[src/rtl/cnu_sched.sv]
// cnu_sched: row scheduler around an external two-pass min core.
// Each accepted row is turned into saturated magnitudes (padded with MAX),
// presented to the core for a first-minimum pass and a second-minimum pass,
// and the core results are held with sign and frame bookkeeping until consumed.
module cnu_sched #(
    parameter int BITS = 8,
    parameter int DMAX = 10,
    parameter int MAX  = 2**(BITS-1)-1,
    parameter int IDXW = $clog2(DMAX),
    parameter int ROWW = 8
) (
    input  logic                   clk,
    input  logic                   rst_n,
    input  logic [ROWW-1:0]        cfg_rows,
    input  logic                   in_valid,
    output logic                   in_ready,
    input  logic signed [BITS-1:0] in_x [DMAX],
    input  logic [IDXW:0]          in_deg,
    output logic                   cnu_sel,
    output logic signed [BITS-1:0] cnu_x [DMAX],
    input  logic signed [BITS-1:0] cnu_min1,
    input  logic signed [BITS-1:0] cnu_min2,
    input  logic [IDXW-1:0]        cnu_idx,
    output logic                   out_valid,
    input  logic                   out_ready,
    output logic [BITS-1:0]        out_min1,
    output logic [BITS-1:0]        out_min2,
    output logic [IDXW-1:0]        out_idx,
    output logic                   out_sgn,
    output logic [DMAX-1:0]        out_signs,
    output logic [ROWW-1:0]        out_row,
    output logic                   out_last
);

    localparam logic signed [BITS-1:0] MAX_V = BITS'(MAX);
    localparam logic [IDXW:0]          DMAX_V = (IDXW+1)'(DMAX);

    typedef enum logic [1:0] {
        IDLE = 2'd0,
        P0   = 2'd1,
        P1   = 2'd2,
        HOLD = 2'd3
    } state_t;

    state_t                   state;
    state_t                   state_nx;
    logic                     accept;
    logic                     out_hs;
    logic [IDXW:0]            deg_c;
    logic signed [BITS-1:0]   mag_c [DMAX];
    logic [DMAX-1:0]          sign_c;
    logic [DMAX-1:0]          row_signs;
    logic                     row_sgn;
    logic [ROWW-1:0]          row_cnt;
    logic [ROWW-1:0]          row_inc;
    logic [ROWW-1:0]          row_next;
    logic [ROWW-1:0]          rows_lat;
    logic                     frame_start;

    // Magnitude with the most negative code saturating to MAX.
    function automatic logic signed [BITS-1:0] sat_mag(input logic signed [BITS-1:0] x);
        if (x[BITS-1] && (x[BITS-2:0] == '0)) begin
            return MAX_V;
        end else if (x[BITS-1]) begin
            return -x;
        end else begin
            return x;
        end
    endfunction

    // Degrees above the slot count are treated as a full row.
    function automatic logic [IDXW:0] clip_deg(input logic [IDXW:0] d);
        return (d > DMAX_V) ? DMAX_V : d;
    endfunction

    // Per-slot magnitude and sign of the offered row; padded slots become MAX with sign 0.
    always_comb begin
        deg_c  = clip_deg(in_deg);
        sign_c = '0;
        for (int i = 0; i < DMAX; i++) begin
            mag_c[i] = MAX_V;
            if (i < int'(deg_c)) begin
                mag_c[i]  = sat_mag(in_x[i]);
                sign_c[i] = in_x[i][BITS-1];
            end
        end
    end

    // Next-state, handshake and core phase select.
    always_comb begin
        state_nx = state;
        in_ready = 1'b0;
        case (state)
            IDLE: begin
                in_ready = 1'b1;
                if (in_valid) state_nx = P0;
            end
            P0:   state_nx = P1;
            P1:   state_nx = HOLD;
            HOLD: begin
                in_ready = out_ready;
                if (out_ready) state_nx = in_valid ? P0 : IDLE;
            end
            default: state_nx = IDLE;
        endcase
        cnu_sel = (state == P1);
        accept  = in_valid && in_ready;
        out_hs  = out_valid && out_ready;
        // Row number the accepted row will carry; row 0 marks a frame start.
        row_inc     = out_last ? '0 : row_cnt + 1'b1;
        row_next    = out_hs ? row_inc : row_cnt;
        frame_start = accept && (row_next == '0);
    end

    // State register.
    always_ff @(posedge clk or negedge rst_n) begin
        if (!rst_n) state <= IDLE;
        else        state <= state_nx;
    end

    // Register the accepted row: magnitudes feed the core for both passes.
    always_ff @(posedge clk or negedge rst_n) begin
        if (!rst_n) begin
            for (int i = 0; i < DMAX; i++) cnu_x[i] <= '0;
            row_signs <= '0;
            row_sgn   <= 1'b0;
        end else if (accept) begin
            for (int i = 0; i < DMAX; i++) cnu_x[i] <= mag_c[i];
            row_signs <= sign_c;
            row_sgn   <= ^sign_c;
        end
    end

    // Row counter advances on each output handshake; frame size latched at row 0.
    always_ff @(posedge clk or negedge rst_n) begin
        if (!rst_n) begin
            row_cnt  <= '0;
            rows_lat <= ROWW'(1);
        end else begin
            row_cnt <= row_next;
            if (frame_start) rows_lat <= (cfg_rows == '0) ? ROWW'(1) : cfg_rows;
        end
    end

    // Capture core results at the end of the second pass and hold until consumed.
    always_ff @(posedge clk or negedge rst_n) begin
        if (!rst_n) begin
            out_valid <= 1'b0;
            out_min1  <= '0;
            out_min2  <= '0;
            out_idx   <= '0;
            out_sgn   <= 1'b0;
            out_signs <= '0;
            out_row   <= '0;
            out_last  <= 1'b0;
        end else if (state == P1) begin
            out_valid <= 1'b1;
            out_min1  <= cnu_min1;
            out_min2  <= cnu_min2;
            out_idx   <= cnu_idx;
            out_sgn   <= row_sgn;
            out_signs <= row_signs;
            out_row   <= row_cnt;
            out_last  <= (row_cnt == rows_lat - 1'b1);
        end else if (out_hs) begin
            out_valid <= 1'b0;
        end
    end

endmodule
[config.mk]
export PLATFORM = sky130hd
export DESIGN_NAME = cnu_sched
export DESIGN_NICKNAME = d
export VERILOG_FILES = /design/src/rtl/cnu_sched.sv
export SDC_FILE = /design/constraint.sdc
export NUM_CORES = 1
export LEC_CHECK = 0
export BUFFER_PORTS_ARGS = -buffer_cell sky130_fd_sc_hd__buf_4
export CAP_MARGIN = 25
export CORE_ASPECT_RATIO = 2
export CORE_MARGIN = 2
export CORE_UTILIZATION = 40
export CTS_BUF_LIST = sky130_fd_sc_hd__clkbuf_4
export DETAILED_ROUTE_END_ITERATION = 10
export GPL_TIMING_DRIVEN = 0
export PLACE_DENSITY = 0.7
export SYNTH_ARGS = -nofsm -noshare
export SYNTH_HDL_FRONTEND = slang
export SYNTH_SLANG_ARGS = --single-unit
export TNS_END_PERCENT = 1
[constraint.sdc]
create_clock -name clk -period 2.4 [get_ports clk]
set_clock_uncertainty 0.05 [all_clocks]
set_input_delay 0.12 -clock clk [delete_from_list [all_inputs] [get_ports clk]]
set_output_delay 0.12 -clock clk [all_outputs]
set_load 0.005 [all_outputs]
==> Word-level counts from Yosys, hierarchy flattened <==
Cells that the tools add are included.
{ "word_totals": {"inputBits": 117, "wordCells": 132, "register_bits": 150} }
{ "op_classes": {"n_mux": 51, "eq_ne": 6, "reduce_logical": 29, "add_sub_neg": 12, "order_cmp": 11} }
{ "ops": {"columns": ["operator", "n"], "rows": [
  ["8-bit two-way mux", 33],
  ["8-bit negator", 10],
  ["7-bit zero test", 10],
  ["3-bit by 5-bit < comparator with 1-bit output, first input constant", 4],
  ["8-bit zero test", 2],
  ["1-bit logical AND", 13],
  ["1-bit two-way mux", 13],
  ["1-bit by 5-bit < comparator with 1-bit output, first input constant", 2],
  ["2-bit by 5-bit < comparator with 1-bit output, first input constant", 2],
  ["4-bit by 5-bit < comparator with 1-bit output, first input constant", 2],
  ["10-bit parity", 1],
  ["8-bit by 1-bit adder with 8-bit output, second input constant", 1],
  ["8-bit == test", 1],
  ["2-bit case mux with 4 select lines", 1],
  ["8-bit by 1-bit subtractor with 8-bit output, second input constant", 1],
  ["5-bit by 4-bit > comparator with 1-bit output, second input constant", 1],
  ["5-bit two-way mux", 1],
  ["2-bit == test, second input constant", 2],
  ["2-bit two-way mux", 2],
  ["2-bit inequality test, second input constant", 2],
  ["2-bit by 1-bit == test with 1-bit output, second input constant", 1],
  ["2-bit zero test", 1],
  ["1-bit case mux with 2 select lines", 1],
  ["2-bit AND reduction", 1],
  ["2-bit nonzero test", 1]
]} }

==> Depth between registers and ports, before layout <==
{ "depth": {"depth_word": 5, "depth_mapped": 9} }

==> Worst setup path before layout <==
OpenSTA, ideal clock, no wires.
{ "synth_path": {"kind": "reg-to-reg", "start": "reg row_cnt[0]", "end": "reg rows_lat[1]", "path_slack_ns": -0.060, "arrival_ns": 2.285, "t_required_ns": 2.225, "setup_ns": 0.125, "stages_incl_launch_ff": 8, "path_cell_list": "dfrtp_1 ha_1 or2b_1 a21oi_1 a21oi_1 or4_4 nor4_4 mux2_2"} }
{ "synth_via": {"elab_chain_len": 5} }
{ "synth_rtl": {"columns": ["item", "line_no", "text"], "rows": [
  ["from (decl)", "54", "logic [ROWW-1:0] row_cnt;"],
  ["from (signal assigned)", "140", "row_cnt <= row_next;"],
  ["8-bit by 1-bit adder with 8-bit output", "110", "row_inc = out_last ? '0 : row_cnt + 1'b1;"],
  ["8-bit two-way mux", "110", null],
  ["8-bit two-way mux (*)", "111", "row_next = out_hs ? row_inc : row_cnt;"],
  ["8-bit zero test (*)", "112", "frame_start = accept && (row_next == '0);"],
  ["1-bit logical AND (*)", "112", null],
  ["to (signal assigned)", "141", "if (frame_start) rows_lat <= (cfg_rows == '0) ? ROWW'(1) : cfg_rows;"],
  ["to (decl)", "57", "logic [ROWW-1:0] rows_lat;"]
]} }
Every way passes the cells marked *; elsewhere a longest branch is shown, timed or not.
A chain may end at the register's enable or synchronous reset.

==> Final worst setup path <==
{ "layout_path": {"start": "reg row_cnt[1]", "end": "reg rows_lat[5]"} }
{ "layout_via": {"elab_chain_len": 5} }
{ "layout_rtl": {"columns": ["item", "line_no", "text"], "rows": [
  ["8-bit by 1-bit adder with 8-bit output", "110", null],
  ["8-bit two-way mux", "110", null],
  ["8-bit two-way mux", "111", null],
  ["via row_next[3]", "56", "logic [ROWW-1:0] row_next;"],
  ["8-bit zero test", "112", null],
  ["1-bit logical AND", "112", null]
]} }
The timed path passes the listed nets, and every way through them passes these cells.

==> out/qor.yml <==
ys_warn_count: 0
cts_buffer_depth: 2
rows: 71
synthTopCellsByArea: "dfrtp_1, mux2_2, nor2_1"
rsz0062_at_grt: "yes"
synth_flop_cell: "dfrtp_1"
grt_max_degree: 82
synth_top_area_share_pct: 49.0
vdd_drop_max_mv: 0.615
max_freq_ghz: 0.417
layout_commonest_cell: "buf_4"
final_core_util_pct: 62.2
worstSetupPathType: "flip-flop to flip-flop"
critPathTopFamily: "simple AND/OR/NAND/NOR gates"
netSwitchingFraction_pct: 35.1
cp-endpoint: "rows_lat[5]$_DFFE_PN0P_"
startpoint_type: "flip-flop"
cts_max_level: 4
p_int_mw: 6.96
ant_nets: 0
rr_endpoint: "rows_lat[5]$_DFFE_PN0P_"
clk_pin_slew_worst_paths_ps: 130
cp-end-kind: "flip-flop"
grt_overflow_total: 0
syn_area_um2: 7610
crit_arrival_ps: 2800
powerDensity_nw_per_um2: 919
place_area_um2: 9710
die_area_um2: 20200
nNetsFinal: 1311
p_comb_share_pct: 45.0
grt_pass1_wl_um: 38600
synth_area_per_cell_um2: 9.81
yosysSeqAreaShare_pct: 49.3
clock_latency_ps: 550
io_buffer_count: 233
drtPass1Iterations: 6
finalPower_mw: 10.7
status: "finished, final reports clean"
cap_violations: 0
r2r_cells: 8
drt-total-wl_um: 24500
crit_slowest_cell: "or4_4"
via_per_inst: 5.10
critPathMostFrequentCell: "buf_6"
tritoncts: "built"
start_util_pct: 40.6
path_cells: "buf_6 -> nand3_4 -> nor4_1 -> a221o_1 -> or4_4 -> nor4_4 -> buf_6 -> mux2_4"
p_clk_share_pct: 16.5
core_um2: 18700
gp_congestion: 0.849
die_y_um: 199
placedCellCount: 1265
cp-startpoint: "row_cnt[1]$_DFF_PN0_"
r2r_start: "row_cnt[1]$_DFF_PN0_"
cts_root_buf: "clkbuf_4"
wl_per_cell_um: 16.9
final-setup-viol-count: 0
synth_area_leader_cell: "dfrtp_1"
synth.distinct_cells: 49
pin_count: 240
rrSetupSlack_ps: 4
tightest_slew_ps: 758
fp.dieW_um: 102
fin_cells: 1449
drc: 0
crit_required_ps: 2800
fin_area_um2: 11700
period_minus_slack_ps: 2400
final_cell_mix: "buf_4, dfrtp_1, dlygate4sd3_1"
p_sw_mw: 3.76
path_depth: 8
clock-sinks: 150
grtUsageTotal_pct: 24.8
synth-edff-count: 0
cp_num_buf_inv: 2
dr.first_iter.drc_count: 209
min_period_over_period_pct: 99.8
relSlewSlack_pct: 48.8
numCtsBuffers: 17
drv_slew: 0
grt_pass1_vias: 7839
syn_inst: 776
cpPeakStageDelay_ps: 550
synth-seq-cells: 150
antenna_found_initial: 2
dp_hpwl_um: 17100
syn_to_final_growth_pct: 53.2
power_leakage_nw: 5.32
crit_fanout: 8
hold_class: "primary input to flip-flop"
layout-drive-gt1-share_pct: 30.0
final-hold-violation-count: 0
syn_nets: 908
async_flop_share_pct: 100
seqPwrFrac_pct: 38.4
vias: 7386
-- per-layer routing --
layer  share of wire, %  up-vias  wire [um]  global-route usage, %
met1                 33     3535       8150                   24.3
li1                   -     3504          -                      -
met2                 56      254      13700                   45.8
met3                4.1       93       1000                   4.93
met4                6.4        0       1580                   15.8
met5                  0        -          0                      0
-- repair_timing --
| action | 4_1_cts | 5_1_grt |
|---|---|---|
| setup endpoints to repair | 99 | 75 |
| pin swaps | 3 | 3 |
| buffers inserted | 9 | 0 |
| resized for setup | 30 | 15 |
| endpoints found under the hold margin | 199 | 0 |
| hold buffers | 142 | 0 |
-- power by group through the flow --
stage	registers [mW]	logic [mW]	clock network, mW
2_1_floorplan	4.15	2.00	0
3_3_place_gp	4.13	4.26	0
3_5_place_dp	4.17	4.35	0
4_1_cts	4.09	4.77	1.83
5_1_grt	4.25	5.31	1.92
6_report	4.12	4.83	1.77
-- worst min-delay path by stage --
stage | from | endpoint | slack [ps] | cells after the start
global placement | cnu_min1[0] | out_min1[0]$_DFFE_PN0P_ | 300 | 2
finish | in_x[39] | row_signs[5]$_DFFE_PN0P_ | 80 | 4
CTS | in_x[47] | row_signs[4]$_DFFE_PN0P_ | 40 | 4
detailed placement | rst_n | cnu_x[75]$_DFFE_PN0P_ | 180 | 1
floorplan | rst_n | cnu_x[0]$_DFFE_PN0P_ | -230 | 0
global route | in_x[47] | row_signs[4]$_DFFE_PN0P_ | 80 | 4
-- cells in the mapped netlist (2+ instances only) --
master,instances
nor4_1,7
a211oi_1,3
nor2b_1,13
clkbuf_1,35
xnor2_1,16
or4_1,3
a31oi_1,8
inv_1,28
nor4b_1,5
nand2_1,60
nand4b_1,2
mux2i_1,17
nand2b_1,10
mux2_2,49
a22o_1,3
a21o_1,2
ha_1,15
buf_1,2
o31ai_1,12
xor2_1,38
a22oi_1,2
o21ai_0,33
a21oi_1,76
nand3b_1,6
nor3b_1,5
or3_1,10
nor3_1,15
a32o_1,6
nand3_1,18
or2_2,4
and3_1,4
nor2_1,103
dfrtp_1,149
nand4_1,2
-- through the flow --
stage	TNS [ps]	setup slack [ps]	hold slack (ps)
4_1_cts	-888	-120	35.7
2_1_floorplan	-417	-59.6	-226
3_5_place_dp	-60470	-851	177
6_report	0	4.19	81.6
5_1_grt	-256	-33.6	76.1
3_3_place_gp	-55400	-798	303
-- final cells by class --
class | instances | area (um^2)
inverter | 28 | 105
clock buffer | 19 | 143
sequential | 150 | 3760
timing repair buffer | 385 | 3280
multi-input combinational | 560 | 3710
clock inverter | 13 | 179
buffer | 37 | 161
fill | 1514 | 7080
tap | 255 | 319
antenna | 2 | 5.00
-- flip-flops by register name, summed over array words and instances, names as in the netlist --
signal / count
row_cnt: 8
out_signs: 10
out_last: 1
out_idx: 4
cnu_x: 80
out_valid: 1
out_min1: 8
state: 2
out_min2: 8
row_sgn: 1
rows_lat: 8
out_row: 8
row_signs: 10
out_sgn: 1
-- worst reg2reg max path, cell delays in order (launching register included) --
cell and delay (ps):
dfrtp_2 450, buf_6 140, nand3_4 110, nor4_1 50
a221o_1 290, or4_4 550, nor4_4 160, buf_6 190
mux2_4 310
-- logic make-up (layout without fill, tap and decap cells) --
group                    after synthesis  in the layout  share of synthesized area (%)
AND/OR/NAND/NOR                      271            271                           17.2
multiplexers                          66             66                           9.48
buffers and inverters                 66            482                           3.27
AO/OA/AOI/OAI                        153            153                           11.8
flip-flops                           150            150                           49.3
other                                  0              2                              0
XOR/XNOR                              55             55                           6.51
adder cells (fa/ha/maj)               15             15                           2.47
Note: power is estimated with default switching activity, not from simulation.
